`src/rtl/snoop_request_ctrl.sv`:
```
`default_nettype none
// ============================================================================
// Module      : snoop_request_ctrl
// Description : Initiator side of the L1-to-L1 snoop protocol. On a local
//               miss or upgrade it broadcasts a snoop command to the peer L1.
//               It collects the peer response and falls back to a memory
//               fetch when the peer misses. Completion is reported to the
//               local MOESI logic with a one-cycle done pulse, fetch-source
//               flags and the fill data.
// Options     : SNOOP_TIMEOUT_EN - S_WAIT watchdog. After TIMEOUT_CYC cycles
//               with no response, the peer is treated as a miss and the
//               sticky timeout_err flag is set.
// Revision    : 1.0 - initial release
// ============================================================================
module snoop_request_ctrl #(
    parameter int ADDR_W      = 32,
    parameter int DATA_W      = 128,
    parameter int TIMEOUT_CYC = 64
) (
    input  logic              clk,
    input  logic              rst,
    input  logic              req_valid,
    input  logic [1:0]        req_type,
    input  logic [ADDR_W-1:0] req_addr,
    output logic              req_ready,
    output logic              snoop_valid,
    output logic [3:0]        snoop_cmd,
    output logic [ADDR_W-1:0] snoop_addr,
    input  logic              snoop_ready,
    input  logic              resp_valid,
    input  logic              resp_hit,
    input  logic [DATA_W-1:0] resp_data,
    output logic              mem_req,
    output logic [ADDR_W-1:0] mem_addr,
    input  logic              mem_ack,
    input  logic [DATA_W-1:0] mem_data,
    output logic              done,
    output logic              is_bus_fetch,
    output logic              is_mem_fetch,
    output logic [DATA_W-1:0] fill_data,
    output logic              timeout_err
);

    typedef enum logic [2:0] {
        IDLE   = 3'd0,
        S_REQ  = 3'd1,
        S_WAIT = 3'd2,
        M_REQ  = 3'd3,
        DONE   = 3'd4
    } state_t;

    localparam logic [3:0] c_cmd_read     = 4'b0001;
    localparam logic [3:0] c_cmd_read_inv = 4'b0111;
    localparam logic [3:0] c_cmd_inv      = 4'b1101;
    localparam logic [1:0] c_type_upgrade = 2'd2;
    localparam logic [1:0] c_type_rsvd    = 2'd3;

    state_t            state_q;
    logic              upgrade_q;
    logic              req_ready_q;
    logic              snoop_valid_q;
    logic [3:0]        snoop_cmd_q;
    logic [ADDR_W-1:0] snoop_addr_q;
    logic              mem_req_q;
    logic [ADDR_W-1:0] mem_addr_q;
    logic              done_q;
    logic              is_bus_fetch_q;
    logic              is_mem_fetch_q;
    logic [DATA_W-1:0] fill_data_q;
    logic              timeout_hit;

    // Only request types 0..2 reach this; type 3 is filtered at accept.
    function automatic logic [3:0] cmd_for(input logic [1:0] t);
        case (t)
            2'd0:    cmd_for = c_cmd_read;
            2'd1:    cmd_for = c_cmd_read_inv;
            default: cmd_for = c_cmd_inv;
        endcase
    endfunction

`ifdef SNOOP_TIMEOUT_EN
    localparam int               CNT_W      = $clog2(TIMEOUT_CYC);
    localparam logic [CNT_W-1:0] c_cnt_last = CNT_W'(TIMEOUT_CYC - 1);

    logic [CNT_W-1:0] wait_cnt_q;
    logic [CNT_W-1:0] wait_cnt_d;
    logic             timeout_err_q;

    // Counter is held at zero outside S_WAIT, so every S_WAIT entry starts fresh.
    always_comb begin
        wait_cnt_d = '0;
        if (state_q == S_WAIT) begin
            wait_cnt_d = wait_cnt_q + 1'b1;
        end
    end

    // Expiry fires on the TIMEOUT_CYC-th S_WAIT cycle; a response on that cycle still wins.
    assign timeout_hit = (wait_cnt_q == c_cnt_last);

    // Watchdog counter and sticky error flag.
    always_ff @(posedge clk) begin
        if (rst) begin
            wait_cnt_q    <= '0;
            timeout_err_q <= 1'b0;
        end else begin
            wait_cnt_q <= wait_cnt_d;
            if ((state_q == S_WAIT) && !resp_valid && timeout_hit) begin
                timeout_err_q <= 1'b1;
            end
        end
    end

    assign timeout_err = timeout_err_q;
`else
    logic unused_timeout_cfg;
    assign unused_timeout_cfg = (TIMEOUT_CYC >= 2);
    assign timeout_hit        = 1'b0;
    assign timeout_err        = 1'b0;
`endif

    // Main protocol FSM; every output is registered alongside the state.
    always_ff @(posedge clk) begin
        if (rst) begin
            state_q        <= IDLE;
            upgrade_q      <= 1'b0;
            req_ready_q    <= 1'b1;
            snoop_valid_q  <= 1'b0;
            snoop_cmd_q    <= 4'b0000;
            snoop_addr_q   <= '0;
            mem_req_q      <= 1'b0;
            mem_addr_q     <= '0;
            done_q         <= 1'b0;
            is_bus_fetch_q <= 1'b0;
            is_mem_fetch_q <= 1'b0;
            fill_data_q    <= '0;
        end else begin
            done_q         <= 1'b0;
            is_bus_fetch_q <= 1'b0;
            is_mem_fetch_q <= 1'b0;
            case (state_q)
                IDLE: begin
                    if (req_valid && req_ready_q && (req_type != c_type_rsvd)) begin
                        upgrade_q     <= (req_type == c_type_upgrade);
                        snoop_addr_q  <= req_addr;
                        snoop_cmd_q   <= cmd_for(req_type);
                        snoop_valid_q <= 1'b1;
                        req_ready_q   <= 1'b0;
                        state_q       <= S_REQ;
                    end
                end
                S_REQ: begin
                    // Any response on the handshake cycle is deliberately not looked at.
                    if (snoop_ready) begin
                        snoop_valid_q <= 1'b0;
                        snoop_cmd_q   <= 4'b0000;
                        state_q       <= S_WAIT;
                    end
                end
                S_WAIT: begin
                    if (resp_valid || timeout_hit) begin
                        if (upgrade_q) begin
                            // Peer has invalidated its copy; no data moves.
                            done_q  <= 1'b1;
                            state_q <= DONE;
                        end else if (resp_valid && resp_hit) begin
                            fill_data_q    <= resp_data;
                            is_bus_fetch_q <= 1'b1;
                            done_q         <= 1'b1;
                            state_q        <= DONE;
                        end else begin
                            mem_addr_q <= snoop_addr_q;
                            mem_req_q  <= 1'b1;
                            state_q    <= M_REQ;
                        end
                    end
                end
                M_REQ: begin
                    if (mem_ack) begin
                        mem_req_q      <= 1'b0;
                        fill_data_q    <= mem_data;
                        is_mem_fetch_q <= 1'b1;
                        done_q         <= 1'b1;
                        state_q        <= DONE;
                    end
                end
                DONE: begin
                    req_ready_q <= 1'b1;
                    state_q     <= IDLE;
                end
                default: begin
                    snoop_valid_q <= 1'b0;
                    snoop_cmd_q   <= 4'b0000;
                    mem_req_q     <= 1'b0;
                    req_ready_q   <= 1'b1;
                    state_q       <= IDLE;
                end
            endcase
        end
    end

    assign req_ready    = req_ready_q;
    assign snoop_valid  = snoop_valid_q;
    assign snoop_cmd    = snoop_cmd_q;
    assign snoop_addr   = snoop_addr_q;
    assign mem_req      = mem_req_q;
    assign mem_addr     = mem_addr_q;
    assign done         = done_q;
    assign is_bus_fetch = is_bus_fetch_q;
    assign is_mem_fetch = is_mem_fetch_q;
    assign fill_data    = fill_data_q;

endmodule
`default_nettype wire
```
`config.mk`:
```
export PLATFORM = sky130hd
export DESIGN_NAME = snoop_request_ctrl
export DESIGN_NICKNAME = d
export VERILOG_FILES = /design/src/rtl/snoop_request_ctrl.sv
export SDC_FILE = /design/constraint.sdc
export NUM_CORES = 1
export LEC_CHECK = 0
export CAP_MARGIN = 15
export CORE_AREA = 2 2 197 199
export CTS_CLUSTER_SIZE = 24
export DETAILED_ROUTE_END_ITERATION = 12
export DIE_AREA = 0 0 199 201
export GPL_ROUTABILITY_DRIVEN = 0
export SETUP_SLACK_MARGIN = 0.02
export SYNTH_ARGS = -nofsm -noshare
export SYNTH_HDL_FRONTEND = slang
export SYNTH_SLANG_ARGS = --single-unit
```
`constraint.sdc`:
```
create_clock -name clk -period 3.15 [get_ports clk]
set_input_delay 0.4725 -clock clk [delete_from_list [all_inputs] [get_ports clk]]
set_output_delay 0.4725 -clock clk [all_outputs]
set_load 0.02 [all_outputs]
```
==> results by group <==
Synthesis
  • Synth area leaders: dfxtp_1 (48%), a311oi_1 (13%), nand2_1 (12%)
  • Syn. warnings: 0
  • Most numerous cell in the Yosys netlist: nand2_1
  • Ys async rst share: 0
  • Syn avg cell area: roughly 8 um^2
  • Seq/Total Area, Yosys: 0.485
  • Post-synth top area cell: dfxtp_1
  • #FFs+latches synth: just over 200
  • Ys flop type: dfxtp_1
  • Netlist cell types: 30
  • Yosys top cell area share: 0.485
  • Mapped Area: around 8500 um^2
  • Top post-synthesis cells by count: nand2_1 (265), dfxtp_1 (205), nand3_1 (132), nor2_1 (130), a311oi_1 (128)
  • EDFF count, synth: 0
  • Syn Inst Count: around 1,100
  • Syn nets: around 1,400

STA
  • Setup WS post-layout: 1.04 ns
  • Final setup violation count: 0
  • F_max: approximately 470 MHz
  • RSZ-0062 raised after global routing: no
  • Worst slew pin tran: about 0.95 ns
  • Max Slew Vio Count: 0
  • Setup TNS: 0 ns
  • Worst Skew: around 0.015 ns
  • Hold WS: 0.404 ns
  • Final Cycle Share: 0.671
  • Crit path time final: roughly 2.1 ns
  • Fin. Hold Viols: 0
  • Slew Limit Headroom: 0.369

Global routing
  • Initial antenna violation count: 0
  • Global-route wire length before repair: 53.6 mm
  • GRT Residual Overflow: 0
  • Largest net degree at the start of global routing: about 130
  • Global Route Usage Sum: 0.168
  • Vias in the first global route: 9,394

Hold path
  • Worst min path class: in2reg
  • Worst Hold Launch: rst
  • Hold endpoint: snoop_addr[15]
  • Hold depth: 2

Routing
  • WL final: about 36 mm
  • DR vias: between 9,000 and 10,000
  • DRC violations left: 0
  • Final ANT Viol Nets: 0
  • Pre-antenna DRT Iters: 5
  • Via-to-Cell Ratio: between 4 and 5
  • Initial DRC Count: between 300 and 400
  • Wire per inst: roughly 17 um

Worst setup path
  • Reg2reg path depth: 5
  • Worst EP required: between 2 and 3 ns
  • CP Capture Type: output pin
  • Crit path max fanout: 2
  • Startpoint Class: flip-flop
  • Crit Path Category: reg2out
  • CP bufs+invs: 1
  • Cell Chain, Critical Path: clkdlybuf4s50_1
  • Slowest stage delay, CP: ~0.78 ns
  • Levels on crit path: 1
  • Crit path arrival time: ~1.6 ns
  • R2R Path End: fill_data[76]
  • Reg-to-Reg Start: state_q[2]
  • CP top delay family: buffers and inverters
  • Slowest CP cell: clkdlybuf4s50_1
  • R2R setup slack: around 1.0 ns

Cells and area
  • Layout cells sized above 1: 0.0445
  • Final Non-Filler Cells: 2,047
  • Nets: approximately 1,800
  • Final core occ: 0.388
  • Post-route cell area: approximately 15,000 um^2
  • Area growth syn-to-layout: 74.6%
  • # diodes: 0

Power
  • VDD IR-drop max: 0.324 mV
  • Clock Power Share: 0.397
  • Combinational power share: 0.236
  • Pint: 5.50 mW
  • Final total power: ~7.8 mW
  • P_leak: approximately 5.0 nW
  • Net Sw Power: approximately 2.3 mW
  • Reg power frac: 0.368
  • Pwr dens: 530 nW/um^2
  • Net Sw Frac: 0.298

Clock tree
  • CTS buffer count: 25
  • Postcts setup bufs: 0
  • TritonCTS clock tree: yes
  • Cts hold-fix bufs: 0
  • Resized cells post-CTS: 0
  • Clk_lat worst skew: 0.53 ns
  • Root buf cell: clkbuf_16
  • Maximum root-to-sink buffer count: 3
  • CTS sink count: 205
  • Htree depth: 1
  • Clock transition at the registers of the reported paths: 0.06 ns

Floorplan
  • I/O Pins: 500
  • Die Footprint: ~40,000 um^2
  • FP Rows: 72
  • DIE HEIGHT: 201 um
  • Die X: just under 200 um
  • Starting Density: 0.222
  • Core Region: around 38,000 um^2

Placement
  • HPWL Detailed: approximately 25 mm
  • Port Buf Inserts: 498
  • Dpl cell area: 13,900 um^2
  • Dpl cells: 2,003
  • Placement Setup Slack: about 0.63 ns

Status
  • Outcome: finished, final reports clean

Job
  • Max-Cap Viols: 0
-- worst max path at each step --
stage	from	endpoint	slack, ns
2_1_floorplan	req_ready	snoop_addr[0]	1.49
3_3_place_gp	resp_valid	fill_data[36]	0.71
3_5_place_dp	resp_valid	fill_data[16]	0.63
4_1_cts	fill_data[2]	fill_data[2]	0.96
5_1_grt	state_q[1]	fill_data[53]	0.85
6_report	fill_data[2]	fill_data[2]	1.04
-- per-layer routing --
metal,track usage,wire length [um],vias to the layer above
met2,0.286,16900,390
met3,0.0444,2980,78
met5,0,0,-
met1,0.203,14500,4388
met4,0.0602,1250,0
li1,-,-,4657
-- placed cells by master, fill, tap and decap left out, types with 2 or more instances in the layout --
cell	synthesis	final
dfxtp_1	205	204
mux2i_1	2	2
bufinv_16	0	4
a2111oi_0	2	2
buf_12	0	8
inv_1	3	3
clkdlybuf4s50_1	0	497
buf_4	3	12
o21ai_0	6	6
nor2_1	130	130
clkbuf_16	0	25
nand2b_1	2	2
clkinv_4	0	2
clkinv_2	0	2
nand3b_1	2	2
nor3_1	2	2
clkbuf_1	68	2
inv_6	0	2
clkbuf_8	0	6
a21oi_1	73	73
a211o_1	2	2
nand2_1	265	264
a311oi_1	128	128
nand3_1	132	132
-- state kept, by name (all words and copies together) (netlist names) --
name          cells
done              1
fill_data       128
is_bus_fetch      1
is_mem_fetch      1
mem_addr         32
mem_req           1
req_ready         1
snoop_addr       32
snoop_cmd         4
state_q           3
upgrade_q         1
-- cell type report --
type                            count  area [um^2]
Clock inverter                     11          173
Inverter                            3         11.3
Tap cell                          518          648
Sequential cell                   205         4110
Timing Repair Buffer              518         5240
Clock buffer                       33          716
Multi-Input combinational cell    759         3900
Fill cell                        3918        23300
-- kinds of logic after synthesis --
group | count (synthesis) | synth area share
buffers and inverters | 116 | 0.0581
multiplexers | 2 | 0.00236
other | 1 | 0.000443
AO/OA/AOI/OAI | 217 | 0.192
AND/OR/NAND/NOR | 539 | 0.263
flip-flops | 205 | 0.485
-- power by group through the flow --
stage | Clock [mW] | Sequential (mW) | Combinational [mW]
2_1_floorplan | 0 | 3.08 | 0.745
3_3_place_gp | 0 | 2.93 | 1.86
3_5_place_dp | 0 | 2.94 | 1.86
4_1_cts | 3.20 | 2.88 | 1.87
5_1_grt | 3.31 | 2.91 | 1.99
6_report | 3.11 | 2.88 | 1.85
No activity file was read; power rests on OpenSTA's default activity.
